`config.mk`:
```
export PLATFORM = sky130hd
export DESIGN_NAME = event_indicator
export DESIGN_NICKNAME = d
export VERILOG_FILES = /design/src/rtl/event_indicator_pkg.sv /design/src/rtl/event_indicator.sv
export SDC_FILE = /design/constraint.sdc
export NUM_CORES = 1
export LEC_CHECK = 0
export CAP_MARGIN = 5
export CORE_MARGIN = 1
export CORE_UTILIZATION = 54
export CTS_BUF_LIST = sky130_fd_sc_hd__clkbuf_16
export DETAILED_ROUTE_END_ITERATION = 10
export PLACE_DENSITY = 0.88
export SYNTH_ARGS = -nofsm -noshare
export SYNTH_HDL_FRONTEND = slang
export SYNTH_SLANG_ARGS = --single-unit
```
`constraint.sdc`:
```
create_clock -name clk -period 2.2 [get_ports clk]
set_clock_uncertainty 0.05 [all_clocks]
set_input_delay 0.44 -clock clk [delete_from_list [all_inputs] [get_ports clk]]
set_output_delay 0.44 -clock clk [all_outputs]
set_load 0.005 [all_outputs]
```
`src/rtl/event_indicator_pkg.sv`:
```
// Shared timing definitions for the button debouncer and the event indicator.
// All blink and debounce timing derives from the one clock constant below.
package event_indicator_pkg;

   localparam int CLK_FREQUENCY_DEFAULT = 40_000_000;

   // Width of a phase counter that must count 0..max(on_ticks,off_ticks)-1.
   // The result is never narrower than one bit.
   function automatic int phase_counter_width(input int on_ticks, input int off_ticks);
      int longest;
      longest = (on_ticks > off_ticks) ? on_ticks : off_ticks;
      if (longest < 2) begin
         return 1;
      end
      return $clog2(longest);
   endfunction

endpackage

```
`src/rtl/event_indicator.sv`:
```
// Event indicator: turns one-cycle event pulses into visible blink sequences on
// an LED or buzzer pin.
// - A sequence is N blinks, where each blink is one ON phase followed by one OFF phase.
// - Events that arrive while a sequence is running are counted, up to a saturating
//   limit, and replayed back-to-back.
// - Every output is driven directly from a flop.
module event_indicator
   import event_indicator_pkg::*;
#(
   parameter int CLK_FREQUENCY = CLK_FREQUENCY_DEFAULT,
   parameter int ON_HZ         = 4,
   parameter int OFF_HZ        = 4,
   parameter int MAX_PENDING   = 3
) (
   input  logic       clk,
   input  logic       reset,
   input  logic       trig,
   input  logic [3:0] cfg_blinks,
   output logic       led,
   output logic       busy,
   output logic [2:0] pending
);

   localparam int ON_TICKS  = CLK_FREQUENCY / ON_HZ;
   localparam int OFF_TICKS = CLK_FREQUENCY / OFF_HZ;
   localparam int CNT_W     = phase_counter_width(ON_TICKS, OFF_TICKS);

   localparam logic [CNT_W-1:0] ON_LAST  = CNT_W'(ON_TICKS - 1);
   localparam logic [CNT_W-1:0] OFF_LAST = CNT_W'(OFF_TICKS - 1);
   localparam logic [2:0]       PEND_MAX = 3'(MAX_PENDING);

   typedef enum logic [1:0] {
      IDLE = 2'd0,
      ON   = 2'd1,
      OFF  = 2'd2
   } state_t;

   state_t           state, state_n;
   logic [CNT_W-1:0] cnt, cnt_n;
   logic [3:0]       blinks_left, blinks_n;
   logic [2:0]       pending_n;
   logic             led_n, busy_n;

   logic             on_last, off_last, seq_end;
   logic [3:0]       first_blinks;

   assign on_last      = (cnt == ON_LAST);
   assign off_last     = (cnt == OFF_LAST);
   assign seq_end      = (state == OFF) && off_last && (blinks_left == 4'd0);
   // A cfg_blinks value of 0 behaves like 1. The first blink starts at once,
   // so the counter holds only the remaining blinks.
   assign first_blinks = (cfg_blinks == 4'd0) ? 4'd0 : cfg_blinks - 4'd1;

   // State, phase counter, blink count, queue count and output flops.
   // The asynchronous active-low reset clears all of them immediately.
   always_ff @(posedge clk or negedge reset) begin
      if (!reset) begin
         state       <= IDLE;
         cnt         <= '0;
         blinks_left <= 4'd0;
         pending     <= 3'd0;
         led         <= 1'b0;
         busy        <= 1'b0;
      end else begin
         state       <= state_n;
         cnt         <= cnt_n;
         blinks_left <= blinks_n;
         pending     <= pending_n;
         led         <= led_n;
         busy        <= busy_n;
      end
   end

   // Next-state logic for the phase sequencing and the queue count.
   // - An event that coincides with the sequence-end edge is not queued. It
   //   starts the next sequence directly.
   always_comb begin
      state_n   = state;
      cnt_n     = cnt;
      blinks_n  = blinks_left;
      pending_n = pending;
      led_n     = led;
      busy_n    = busy;

      if (trig && (state != IDLE) && !seq_end && (pending != PEND_MAX)) begin
         pending_n = pending + 3'd1;
      end

      case (state)
         IDLE: begin
            if (trig) begin
               state_n  = ON;
               cnt_n    = '0;
               blinks_n = first_blinks;
               led_n    = 1'b1;
               busy_n   = 1'b1;
            end
         end
         ON: begin
            if (on_last) begin
               state_n = OFF;
               cnt_n   = '0;
               led_n   = 1'b0;
            end else begin
               cnt_n = cnt + CNT_W'(1);
            end
         end
         OFF: begin
            if (off_last) begin
               cnt_n = '0;
               if (blinks_left != 4'd0) begin
                  state_n  = ON;
                  blinks_n = blinks_left - 4'd1;
                  led_n    = 1'b1;
               end else if ((pending != 3'd0) || trig) begin
                  state_n  = ON;
                  blinks_n = first_blinks;
                  led_n    = 1'b1;
                  if (!trig) begin
                     pending_n = pending - 3'd1;
                  end
               end else begin
                  state_n = IDLE;
                  busy_n  = 1'b0;
               end
            end else begin
               cnt_n = cnt + CNT_W'(1);
            end
         end
         default: begin
            state_n = IDLE;
            cnt_n   = '0;
            led_n   = 1'b0;
            busy_n  = 1'b0;
         end
      endcase
   end

endmodule

```
==> results of run 1 <==
## cell usage after synthesis (4+ instances only)
library cell and number:
dfrtp_1 35, nand2_1 25, nor2_1 25, nand3_1 18, ha_1 11, inv_1 11
xor2_1 11, o21ai_0 10, a21oi_1 9, nand4_1 9, and3_1 8, a31oi_1 5
clkbuf_1 5, mux2_2 4, nor3_1 4, o22ai_1 4, xnor2_1 4
## placed cells by master, fill, tap and decap left out, types with 5 or more instances in the layout
master,n
a21oi_1,7
a31oi_1,5
and3_1,8
buf_4,24
clkbuf_16,5
clkdlybuf4s50_1,11
dfrtp_1,33
ha_1,11
inv_1,12
nand2_1,25
nand3_1,18
nand4_1,9
nor2_1,25
o21ai_0,9
xor2_1,11
## per-stage QoR
step | utilization, % | std cells | TNS [ns] | hold slack, ns
final | 68.4 | 336 | 0 | 0.474
after global routing | 68.4 | 336 | -0.0729 | 0.506
after CTS | 67.6 | 335 | 0 | 0.473
after detailed placement | 63.9 | 325 | 0 | 0.461
after global placement | 63.9 | 325 | 0 | 0.453
after floorplan | - | 250 | 0 | 0.0944
## power breakdown
part	internal [mW]	switching (mW)	total, mW
sequential	0.674	0.0395	0.713
clock	0.407	0.244	0.651
combinational	0.151	0.125	0.275
## state kept, by name, summed over array words and instances, names as in the netlist
register     count
blinks_left      4
busy             1
cnt             24
led              1
pending          3
state            2
## layout make-up
| type | count | area, um^2 |
|---|---|---|
| Sequential cell | 35 | 878 |
| Clock buffer | 5 | 125 |
| Timing Repair Buffer | 35 | 290 |
| Tap cell | 50 | 62.6 |
| Clock inverter | 3 | 11.3 |
| Inverter | 11 | 41.3 |
| Fill cell | 311 | 1280 |
| Multi-Input combinational cell | 197 | 1370 |
## cells by family after synthesis
kind of cell	Yosys count	synth area share [%]
XOR/XNOR	15	5.71
buffers and inverters	18	3.59
adder cells (fa/ha/maj)	11	5.98
multiplexers	5	2.39
AO/OA/AOI/OAI	44	13.3
flip-flops	35	38.0
AND/OR/NAND/NOR	122	31.0
## tightest hold or removal path, delay by kind of cell (launching register included)
family        cells  cell delay [ns]
flops             1             0.38
simple gates      2             0.11
## how the worst max path moves through the flow
stage             from             end  slack, ns
2_1_floorplan  cnt[11]        state[0]       0.10
3_3_place_gp   cnt[14]          cnt[7]       0.02
3_5_place_dp   cnt[14]          cnt[7]      0.003
4_1_cts        cnt[14]  blinks_left[1]      0.004
5_1_grt        cnt[11]      pending[1]      -0.02
6_report       cnt[13]        state[0]       0.11
## per-layer routing
layer | share of wire (%) | GRT usage (%)
met5 | 0 | 0
met4 | 1.3 | 7.71
met3 | 4.5 | 6.08
met2 | 51 | 45.5
met1 | 43 | 29.8
## timing repair
item,in CTS,in global routing
buffers inserted,2,1
cloned,0,0
setup endpoints to repair,1,14
gates resized for setup,0,8
pin swaps,1,4
==> load_flow_metrics.sql, run 1 <==
INSERT INTO impl_metrics (metric_group, metric, value, unit) VALUES
('logic_synthesis', 'synth_area_per_cell', '9.21', 'um^2'),
('layout', 'synthToLayoutAreaGrowth', '20.5', '%'),
('setup_path', 'timing_worst_setup_path_type', 'reg2reg', ''),
('floorplan', 'die_height', '67.3', 'um'),
('logic_synthesis', 'syn_inst', '250', ''),
('power_and_ir_drop', 'total_power', '1.64', 'mW'),
('logic_synthesis', 'synth.yosys.seq_area_share', '38.0', '%'),
('setup_path', 'crit_family', 'simple AND/OR/NAND/NOR gates', ''),
('timing', 'timing.final.max_slew_violations', '0', ''),
('grt', 'grt_usage', '25.4', '%'),
('timing', 'fmaxAchievable', '477', 'MHz'),
('logic_synthesis', 'mapped_nets', '268', ''),
('grt', 'maximum_number_of_pins_on_one_net_before_global_route_repair', '36', ''),
('power_and_ir_drop', 'power.leakage', '1.26', 'nW'),
('logic_synthesis', 'synth_enable_flop_cells', '0', ''),
('timing', 'timing.final.setup_violations', '0', ''),
('timing', 'min_period', '2.09', 'ns'),
('setup_path', 'setup.worst_path.end_class', 'flop', ''),
('setup_path', 'crit_path_start_kind', 'flop', ''),
('cts', 'cts_root_buffer', 'clkbuf_16', ''),
('power_and_ir_drop', 'power-per-cell-area', '591', 'mW/mm^2'),
('setup_path', 'slowest_delay', '0.54', 'ns'),
('logic_synthesis', 'synthesis.area', '0.00230', 'mm^2'),
('placed_design', 'placement.io_buffers', '11', ''),
('floorplan', 'dieWidth', '67.3', 'um'),
('routing', 'wl_per_cell', '15.3', 'um'),
('cts', 'cts-buffers-inserted', '5', ''),
('run_status', 'run_status', 'finished clean', ''),
('timing', 'report.final.hold_viol_count', '0', ''),
('floorplan', 'fp-row-count', '23', ''),
('grt', 'antenna_found_initial', '0', ''),
('grt', 'grt_overflow_total', '0', ''),
('power_and_ir_drop', 'vdd_ir_drop_max', '0.452', 'mV'),
('setup_path', 'path_depth', '5', ''),
('layout', 'post_route_cells_drive_above_1_share', '20.3', '%'),
('routing', 'antenna_violating_nets_left', '0', ''),
('cts', 'h_tree_depth', '2', ''),
('cts', 'cts_tree', 'built', ''),
('timing', 'slew-limit-headroom', '63.2', '%'),
('setup_path', 'worstPathArrival', '2.20', 'ns'),
('min_path', 'worst_hold_endpoint', 'cnt[1]', ''),
('routing', 'finalWirelength', '5150', 'um'),
('min_path', 'hold_depth', '2', ''),
('placed_design', 'dpl_cell_area', '0.00259', 'mm^2'),
('cts', 'clkLatencyLatePin', '0.27', 'ns'),
('setup_path', 'rr_worst_depth', '5', ''),
('logic_synthesis', 'synth_area_leader_cell', 'dfrtp_1', ''),
('logic_synthesis', 'yosys-top-cells-area', 'dfrtp_1 38%, ha_1 6.0%, xor2_1 4.2%, nand2_1 4.1%, nor2_1 4.1%', ''),
('floorplan', 'floorplan.core_area', '0.00406', 'mm^2'),
('routing', 'num_vias', '2014', ''),
('logic_synthesis', 'netlist.area_leader.share', '38.0', '%'),
('logic_synthesis', 'synth.lib_cells_used.distinct', '57', ''),
('routing', 'detailedRoute.firstPassIterationCount', '5', ''),
('grt', 'grt_pass1_wl', '8510', 'um'),
('setup_path', 'critical_path.n_buffers_inverters', '0', ''),
('layout', 'nets', '303', ''),
('logic_synthesis', 'synth_seq_cells', '35', ''),
('timing', 'fin_ws', '0.105', 'ns'),
('setup_path', 'cp_cell_sequence', 'or4b_4 > nor4_4 > nand3_1 > a21oi_2 > mux2_2', ''),
('floorplan', 'num_io_pins', '12', ''),
('setup_path', 'reg2reg_slack', '0.11', 'ns'),
('cts', 'clock_slew_at_reported_path_ffs', '0.05', 'ns'),
('layout', 'post-route-cell-area', '0.00277', 'mm^2'),
('routing', 'route.detailed.vias_per_inst', '5.99', ''),
('cts', 'post_cts_hold_buffer_count', '0', ''),
('timing', 'grt_setup_unrepaired', 'yes', ''),
('placed_design', 'detailedPlacementHpwl', '3790', 'um'),
('job', 'max_cap_viol_count', '0', ''),
('setup_path', 'cp_data_required_time', '2.31', 'ns'),
('routing', 'number_of_drc_markers_after_the_initial_detailed_route_iteration', '84', ''),
('logic_synthesis', 'synthArstFlopShare', '100', '%');
No activity file was read; power rests on OpenSTA's default activity.
==> run 2, diff against run 1 <==
--- a/config.mk
+++ b/config.mk
@@ -10,6 +10,7 @@
 export CORE_UTILIZATION = 54
 export CTS_BUF_LIST = sky130_fd_sc_hd__clkbuf_16
 export DETAILED_ROUTE_END_ITERATION = 10
+export GPL_TIMING_DRIVEN = 0
 export PLACE_DENSITY = 0.88
 export SYNTH_ARGS = -nofsm -noshare
 export SYNTH_HDL_FRONTEND = slang
==> load_flow_metrics.sql, run 2 (synthesized netlist as in run 1, its figures left out) <==
INSERT INTO impl_metrics (metric_group, metric, value, unit) VALUES
('run_status', 'run_status', 'complete, but fails checks', ''),
('run_status', 'failing_checks', 'setup timing', ''),
('layout', 'flip_flop_count_of_the_largest_register_after_layout', '24', ''),
('timing', 'timing.final.max_slew_violations', '0', ''),
('setup_path', 'worstPathArrival', '2.33', 'ns'),
('power_and_ir_drop', 'power.leakage', '1.24', 'nW'),
('floorplan', 'floorplan.core_area', '0.00406', 'mm^2'),
('setup_path', 'timing.critical_path.fanout_max', '9', ''),
('cts', 'cts_root_buffer', 'clkbuf_16', ''),
('layout', 'largest_registers', 'cnt x24, blinks_left x4, pending x3', ''),
('setup_path', 'cp_data_required_time', '2.29', 'ns'),
('setup_path', 'startpoint', 'cnt[8]', ''),
('placed_design', 'detailedPlace.worstSlack', '-0.158', 'ns'),
('grt', 'grt_overflow_total', '0', ''),
('setup_path', 'critical_path.n_buffers_inverters', '1', ''),
('setup_path', 'critical-path-top-cell-by-count', 'a31oi_1', ''),
('cts', 'clkLatencyLatePin', '0.28', 'ns'),
('grt', 'maximum_number_of_pins_on_one_net_before_global_route_repair', '36', ''),
('setup_path', 'crit_slowest_cell', 'or4b_2', ''),
('power_and_ir_drop', 'vdd_ir_drop_max', '0.463', 'mV'),
('layout', 'largest-register', 'cnt', ''),
('layout', 'post-route-cell-area', '0.00277', 'mm^2'),
('cts', 'clkSinkCount', '35', ''),
('routing', 'finalWirelength', '5430', 'um'),
('grt', 'first_global_vias', '1836', ''),
('routing', 'drt_drc_violations_left', '0', ''),
('routing', 'antenna_violating_nets_left', '0', ''),
('setup_path', 'timing.rr.end', 'cnt[11]', ''),
('power_and_ir_drop', 'power-per-cell-area', '648', 'mW/mm^2'),
('placed_design', 'detailedPlacementHpwl', '3520', 'um'),
('routing', 'detailedRoute.firstPassIterationCount', '4', ''),
('timing', 'fin_ws', '-0.0357', 'ns'),
('setup_path', 'setup.worst_path.end_class', 'flop', ''),
('layout', 'post_route_cells_drive_above_1_share', '19.2', '%'),
('job', 'max_cap_viol_count', '0', ''),
('layout', 'final_common_cell', 'dfrtp_1', ''),
('floorplan', 'initial_utilization', '56.7', '%'),
('placed_design', 'gp_congestion', '0.780', ''),
('min_path', 'hold_path_class', 'in2async', ''),
('floorplan', 'dieWidth', '67.3', 'um'),
('cts', 'clock_slew_at_reported_path_ffs', '0.05', 'ns'),
('setup_path', 'crit-reg2reg-launch', 'cnt[8]', ''),
('routing', 'num_vias', '2029', ''),
('cts', 'cts-buffers-inserted', '5', ''),
('cts', 'cts_tree', 'built', ''),
('floorplan', 'die_height', '67.3', 'um'),
('routing', 'wl_per_cell', '16.7', 'um'),
('cts', 'cts.path.max_buffers', '2', ''),
('layout', 'nets', '293', ''),
('timing', 'final_min_period_over_clock_period', '102', '%'),
('setup_path', 'reg2reg_slack', '-0.04', 'ns'),
('layout', 'antenna_cells', '0', ''),
('grt', 'grt_pass1_wl', '8270', 'um'),
('cts', 'h_tree_depth', '2', ''),
('timing', 'slew-limit-headroom', '47.1', '%'),
('layout', 'layout.cells.most_common_list', '32 x dfrtp_1, 25 x nor2_1, 24 x nand2_1', ''),
('layout', 'utilization', '68.3', '%'),
('setup_path', 'rr_worst_depth', '6', ''),
('placed_design', 'dpl_cell_area', '0.00247', 'mm^2'),
('floorplan', 'floorplan.die_area', '0.00453', 'mm^2'),
('cts', 'post_cts_hold_buffer_count', '0', ''),
('layout', 'synthToLayoutAreaGrowth', '20.4', '%'),
('placed_design', 'placement.io_buffers', '11', ''),
('setup_path', 'timing_worst_setup_path_type', 'reg2reg', ''),
('grt', 'grt_usage', '24.7', '%'),
('timing', 'grt_setup_unrepaired', 'yes', ''),
('timing', 'report.final.hold_viol_count', '0', ''),
('timing', 'fmaxAchievable', '447', 'MHz'),
('timing', 'worst_pin_slew', '0.793', 'ns'),
('timing', 'timing.hold.ws', '0.194', 'ns'),
('setup_path', 'crit_path_start_kind', 'flop', ''),
('timing', 'timing.setup.tns', '-0.0919', 'ns'),
('timing', 'min_period', '2.24', 'ns'),
('floorplan', 'num_io_pins', '12', ''),
('setup_path', 'slowest_delay', '0.74', 'ns'),
('routing', 'number_of_drc_markers_after_the_initial_detailed_route_iteration', '173', ''),
('routing', 'route.detailed.vias_per_inst', '6.22', ''),
('timing', 'timing.final.setup_violations', '3', ''),
('setup_path', 'cp_cell_sequence', 'or4b_2 > nor4_4 > a31oi_4 > buf_12 > a31oi_1 > a31oi_1', ''),
('floorplan', 'fp-row-count', '23', ''),
('setup_path', 'crit_family', 'simple AND/OR/NAND/NOR gates', ''),
('grt', 'antenna_found_initial', '0', '');
run 2: cell type report:
| cell class | instances | area (um^2) |
|---|---|---|
| Timing Repair Buffer | 19 | 178 |
| Tap cell | 50 | 62.6 |
| Inverter | 11 | 41.3 |
| Multi-Input combinational cell | 197 | 1410 |
| Sequential cell | 35 | 880 |
| Clock inverter | 3 | 38.8 |
| Buffer | 6 | 38.8 |
| Fill cell | 314 | 1280 |
| Clock buffer | 5 | 125 |
run 2: power by group:
| group | switching [mW] | internal (mW) | leakage (nW) | total, mW |
|---|---|---|---|---|
| clock | 0.266 | 0.528 | 0.0812 | 0.794 |
| sequential | 0.0345 | 0.673 | 0.441 | 0.708 |
| combinational | 0.144 | 0.150 | 0.713 | 0.294 |
| total | 0.444 | 1.35 | 1.24 | 1.80 |
run 2: worst max-delay path by stage:
stage	to	slack, ns	cells past startpoint
floorplan	state[0]	0.10	5
global placement	blinks_left[0]	-0.15	1
detailed placement	cnt[21]	-0.16	7
CTS	cnt[17]	0.02	6
global route	pending[2]	-0.15	5
finish	cnt[11]	-0.04	6
run 2: per-layer routing:
layer,up-vias,track usage [%],routed length (um)
li1,959,-,-
met1,981,31.3,2280
met2,74,40.6,2730
met3,15,5.74,285
met4,0,9.57,129
met5,-,0,0
run 2: worst register-to-register path: stages (launching register included):
cell and delay (ns):
dfrtp_2 0.44, or4b_2 0.74, nor4_4 0.26, a31oi_4 0.19
buf_12 0.18, a31oi_1 0.18, a31oi_1 0.07
run 2: timing repair:
item                                    in CTS  in global routing
gates cloned                                 0                  0
pin swaps                                    3                 15
resized for setup                            3                 16
setup buffers                                1                  7
endpoints found under the setup margin      14                 23
run 2: stage by stage:
stage               cells  power [mW]
floorplan             250       0.871
global placement      311       0.975
detailed placement    311       0.994
CTS                   320        1.79
global route          326        1.87
finish                326        1.80
==> run 3, diff against run 2 <==
--- a/config.mk
+++ b/config.mk
@@ -6,6 +6,7 @@
 export NUM_CORES = 1
 export LEC_CHECK = 0
 export CAP_MARGIN = 5
+export CORE_ASPECT_RATIO = 1.4
 export CORE_MARGIN = 1
 export CORE_UTILIZATION = 54
 export CTS_BUF_LIST = sky130_fd_sc_hd__clkbuf_16
==> load_flow_metrics.sql, run 3 (synthesized netlist as in run 1, its figures left out) <==
INSERT INTO impl_metrics (metric_group, metric, value, unit) VALUES
('placed_design', 'dpl_cell_area', '0.00246', 'mm^2'),
('routing', 'route.detailed.vias_per_inst', '6.31', ''),
('timing', 'fin_ws', '0.00702', 'ns'),
('routing', 'antenna_violating_nets_left', '0', ''),
('layout', 'flip_flop_count_of_the_largest_register_after_layout', '24', ''),
('layout', 'post-route-cell-area', '0.00272', 'mm^2'),
('setup_path', 'slowest_delay', '0.54', 'ns'),
('setup_path', 'crit_family', 'simple AND/OR/NAND/NOR gates', ''),
('timing', 'timing.final.max_slew_violations', '0', ''),
('floorplan', 'fp-row-count', '27', ''),
('routing', 'wl_per_cell', '16.4', 'um'),
('setup_path', 'crit_slowest_cell', 'or4b_4', ''),
('setup_path', 'worstPathArrival', '2.31', 'ns'),
('layout', 'synthToLayoutAreaGrowth', '18.2', '%'),
('layout', 'num-fill-cells', '314', ''),
('cts', 'h_tree_depth', '2', ''),
('placed_design', 'detailedPlacementHpwl', '3480', 'um'),
('layout', 'antenna_cells', '0', ''),
('timing', 'report.final.hold_viol_count', '0', ''),
('grt', 'maximum_number_of_pins_on_one_net_before_global_route_repair', '36', ''),
('cts', 'clkLatencyLatePin', '0.28', 'ns'),
('cts', 'clock_slew_at_reported_path_ffs', '0.05', 'ns'),
('layout', 'nets', '292', ''),
('grt', 'first_global_vias', '1832', ''),
('min_path', 'hold_path_class', 'in2async', ''),
('timing', 'fmaxAchievable', '456', 'MHz'),
('timing', 'slew-limit-headroom', '48.0', '%'),
('routing', 'num_vias', '2001', ''),
('layout', 'largest_registers', 'cnt x24, blinks_left x4, pending x3', ''),
('cts', 'post_cts_hold_buffer_count', '0', ''),
('setup_path', 'cp_data_required_time', '2.32', 'ns'),
('power_and_ir_drop', 'power-per-cell-area', '647', 'mW/mm^2'),
('routing', 'number_of_drc_markers_after_the_initial_detailed_route_iteration', '97', ''),
('cts', 'cts_tree', 'built', ''),
('layout', 'layout.cells.most_common_list', '33 x dfrtp_1, 25 x nor2_1, 24 x nand2_1', ''),
('placed_design', 'placement.io_buffers', '11', ''),
('setup_path', 'cp_cell_sequence', 'or4b_4 > nor4_4 > nand3_2 > a21oi_2 > mux2_2', ''),
('layout', 'final_common_cell', 'dfrtp_1', ''),
('grt', 'grt_overflow_total', '0', ''),
('timing', 'min_period', '2.19', 'ns'),
('setup_path', 'critical_path.n_buffers_inverters', '0', ''),
('cts', 'clkSinkCount', '35', ''),
('grt', 'grt_usage', '24.3', '%'),
('job', 'max_cap_viol_count', '0', ''),
('setup_path', 'timing_worst_setup_path_type', 'reg2reg', ''),
('timing', 'timing.final.setup_violations', '0', ''),
('run_status', 'run_status', 'complete, but fails checks', ''),
('floorplan', 'floorplan.core_area', '0.00402', 'mm^2'),
('setup_path', 'timing.critical_path.fanout_max', '6', ''),
('floorplan', 'num_io_pins', '12', ''),
('floorplan', 'initial_utilization', '57.3', '%'),
('cts', 'cts-buffers-inserted', '5', ''),
('setup_path', 'crit_path_start_kind', 'flop', ''),
('grt', 'grt_pass1_wl', '8420', 'um'),
('timing', 'grt_setup_unrepaired', 'yes', ''),
('power_and_ir_drop', 'power.leakage', '1.22', 'nW'),
('floorplan', 'dieWidth', '57.2', 'um'),
('layout', 'post_route_cells_drive_above_1_share', '17.9', '%'),
('run_status', 'failing_checks', 'DRC', ''),
('setup_path', 'setup.worst_path.end_class', 'flop', ''),
('power_and_ir_drop', 'vdd_ir_drop_max', '0.516', 'mV'),
('grt', 'antenna_found_initial', '0', ''),
('placed_design', 'gp_congestion', '0.806', ''),
('routing', 'drt_drc_violations_left', '3', ''),
('cts', 'cts.path.max_buffers', '2', ''),
('placed_design', 'detailedPlace.worstSlack', '-0.212', 'ns'),
('layout', 'largest-register', 'cnt', ''),
('routing', 'detailedRoute.firstPassIterationCount', '8', ''),
('timing', 'final_min_period_over_clock_period', '99.7', '%'),
('floorplan', 'floorplan.die_area', '0.00453', 'mm^2'),
('routing', 'finalWirelength', '5200', 'um'),
('floorplan', 'die_height', '79.3', 'um'),
('timing', 'worst_pin_slew', '0.780', 'ns'),
('cts', 'cts_root_buffer', 'clkbuf_16', '');
run 3: cell count changes in the layout (fill, tap and decap cells not counted), sizes merged:
cell	before	now
clkinv	2	0
buf	11	10
inv	11	12
run 3: metrics by stage:
stage                     power (mW)  std cells  utilization (%)  setup TNS, ns  hold WS (ns)
after global routing            1.83        317             67.7         -0.593         0.261
after detailed placement       0.989        304             61.2          -1.48         0.459
final                           1.76        317             67.7              0         0.189
after CTS                       1.77        313             66.0        -0.0134         0.223
after global placement         0.980        304             61.3          -5.70         0.450
after floorplan                0.871        250                -              0        0.0944
run 3: final cells by class:
class | instances | area, um^2 | area share (%)
sequential | 35 | 878 | 32.3
inverter | 11 | 41.3 | 1.52
clock buffer | 5 | 125 | 4.60
timing repair buffer | 18 | 158 | 5.79
multi-input combinational | 197 | 1390 | 51.2
buffer | 6 | 38.8 | 1.43
clock inverter | 2 | 33.8 | 1.24
tap | 43 | 53.8 | 1.98
run 3: timing repair:
item | 4_1_cts | 5_1_grt
resized for setup | 3 | 12
pin swaps | 2 | 12
endpoints found under the setup margin | 14 | 24
buffers inserted | 2 | 5
gates cloned | 0 | 0
run 3: layer usage:
layer  global-route usage (%)  share of wire (%)  vias up
met5                        0                  0        -
met2                     41.6                 54       55
met4                     12.7                1.8        0
li1                         -                  -      953
met3                     4.89                3.9       10
met1                     28.2                 40      983
run 3: path summary, 6_finish.rpt:
check | from | slack [ns] | cells after the start | to
min in group clk | cnt[1] | 0.47 | 2 | cnt[1]
worst min register to register | cnt[1] | 0.47 | 2 | cnt[1]
worst min-delay path | reset | 0.19 | 1 | cnt[3]
max in group asynchronous | reset | 1.37 | 1 | cnt[11]
worst max-delay path | cnt[11] | 0.007 | 5 | state[0]
worst max register to register | cnt[11] | 0.007 | 5 | state[0]
run 3: where the power goes:
part / total (mW) / switching [mW] / internal, mW
logic: 0.275 / 0.130 / 0.145
registers: 0.710 / 0.0360 / 0.674
clock network: 0.777 / 0.253 / 0.523
total: 1.76 / 0.419 / 1.34
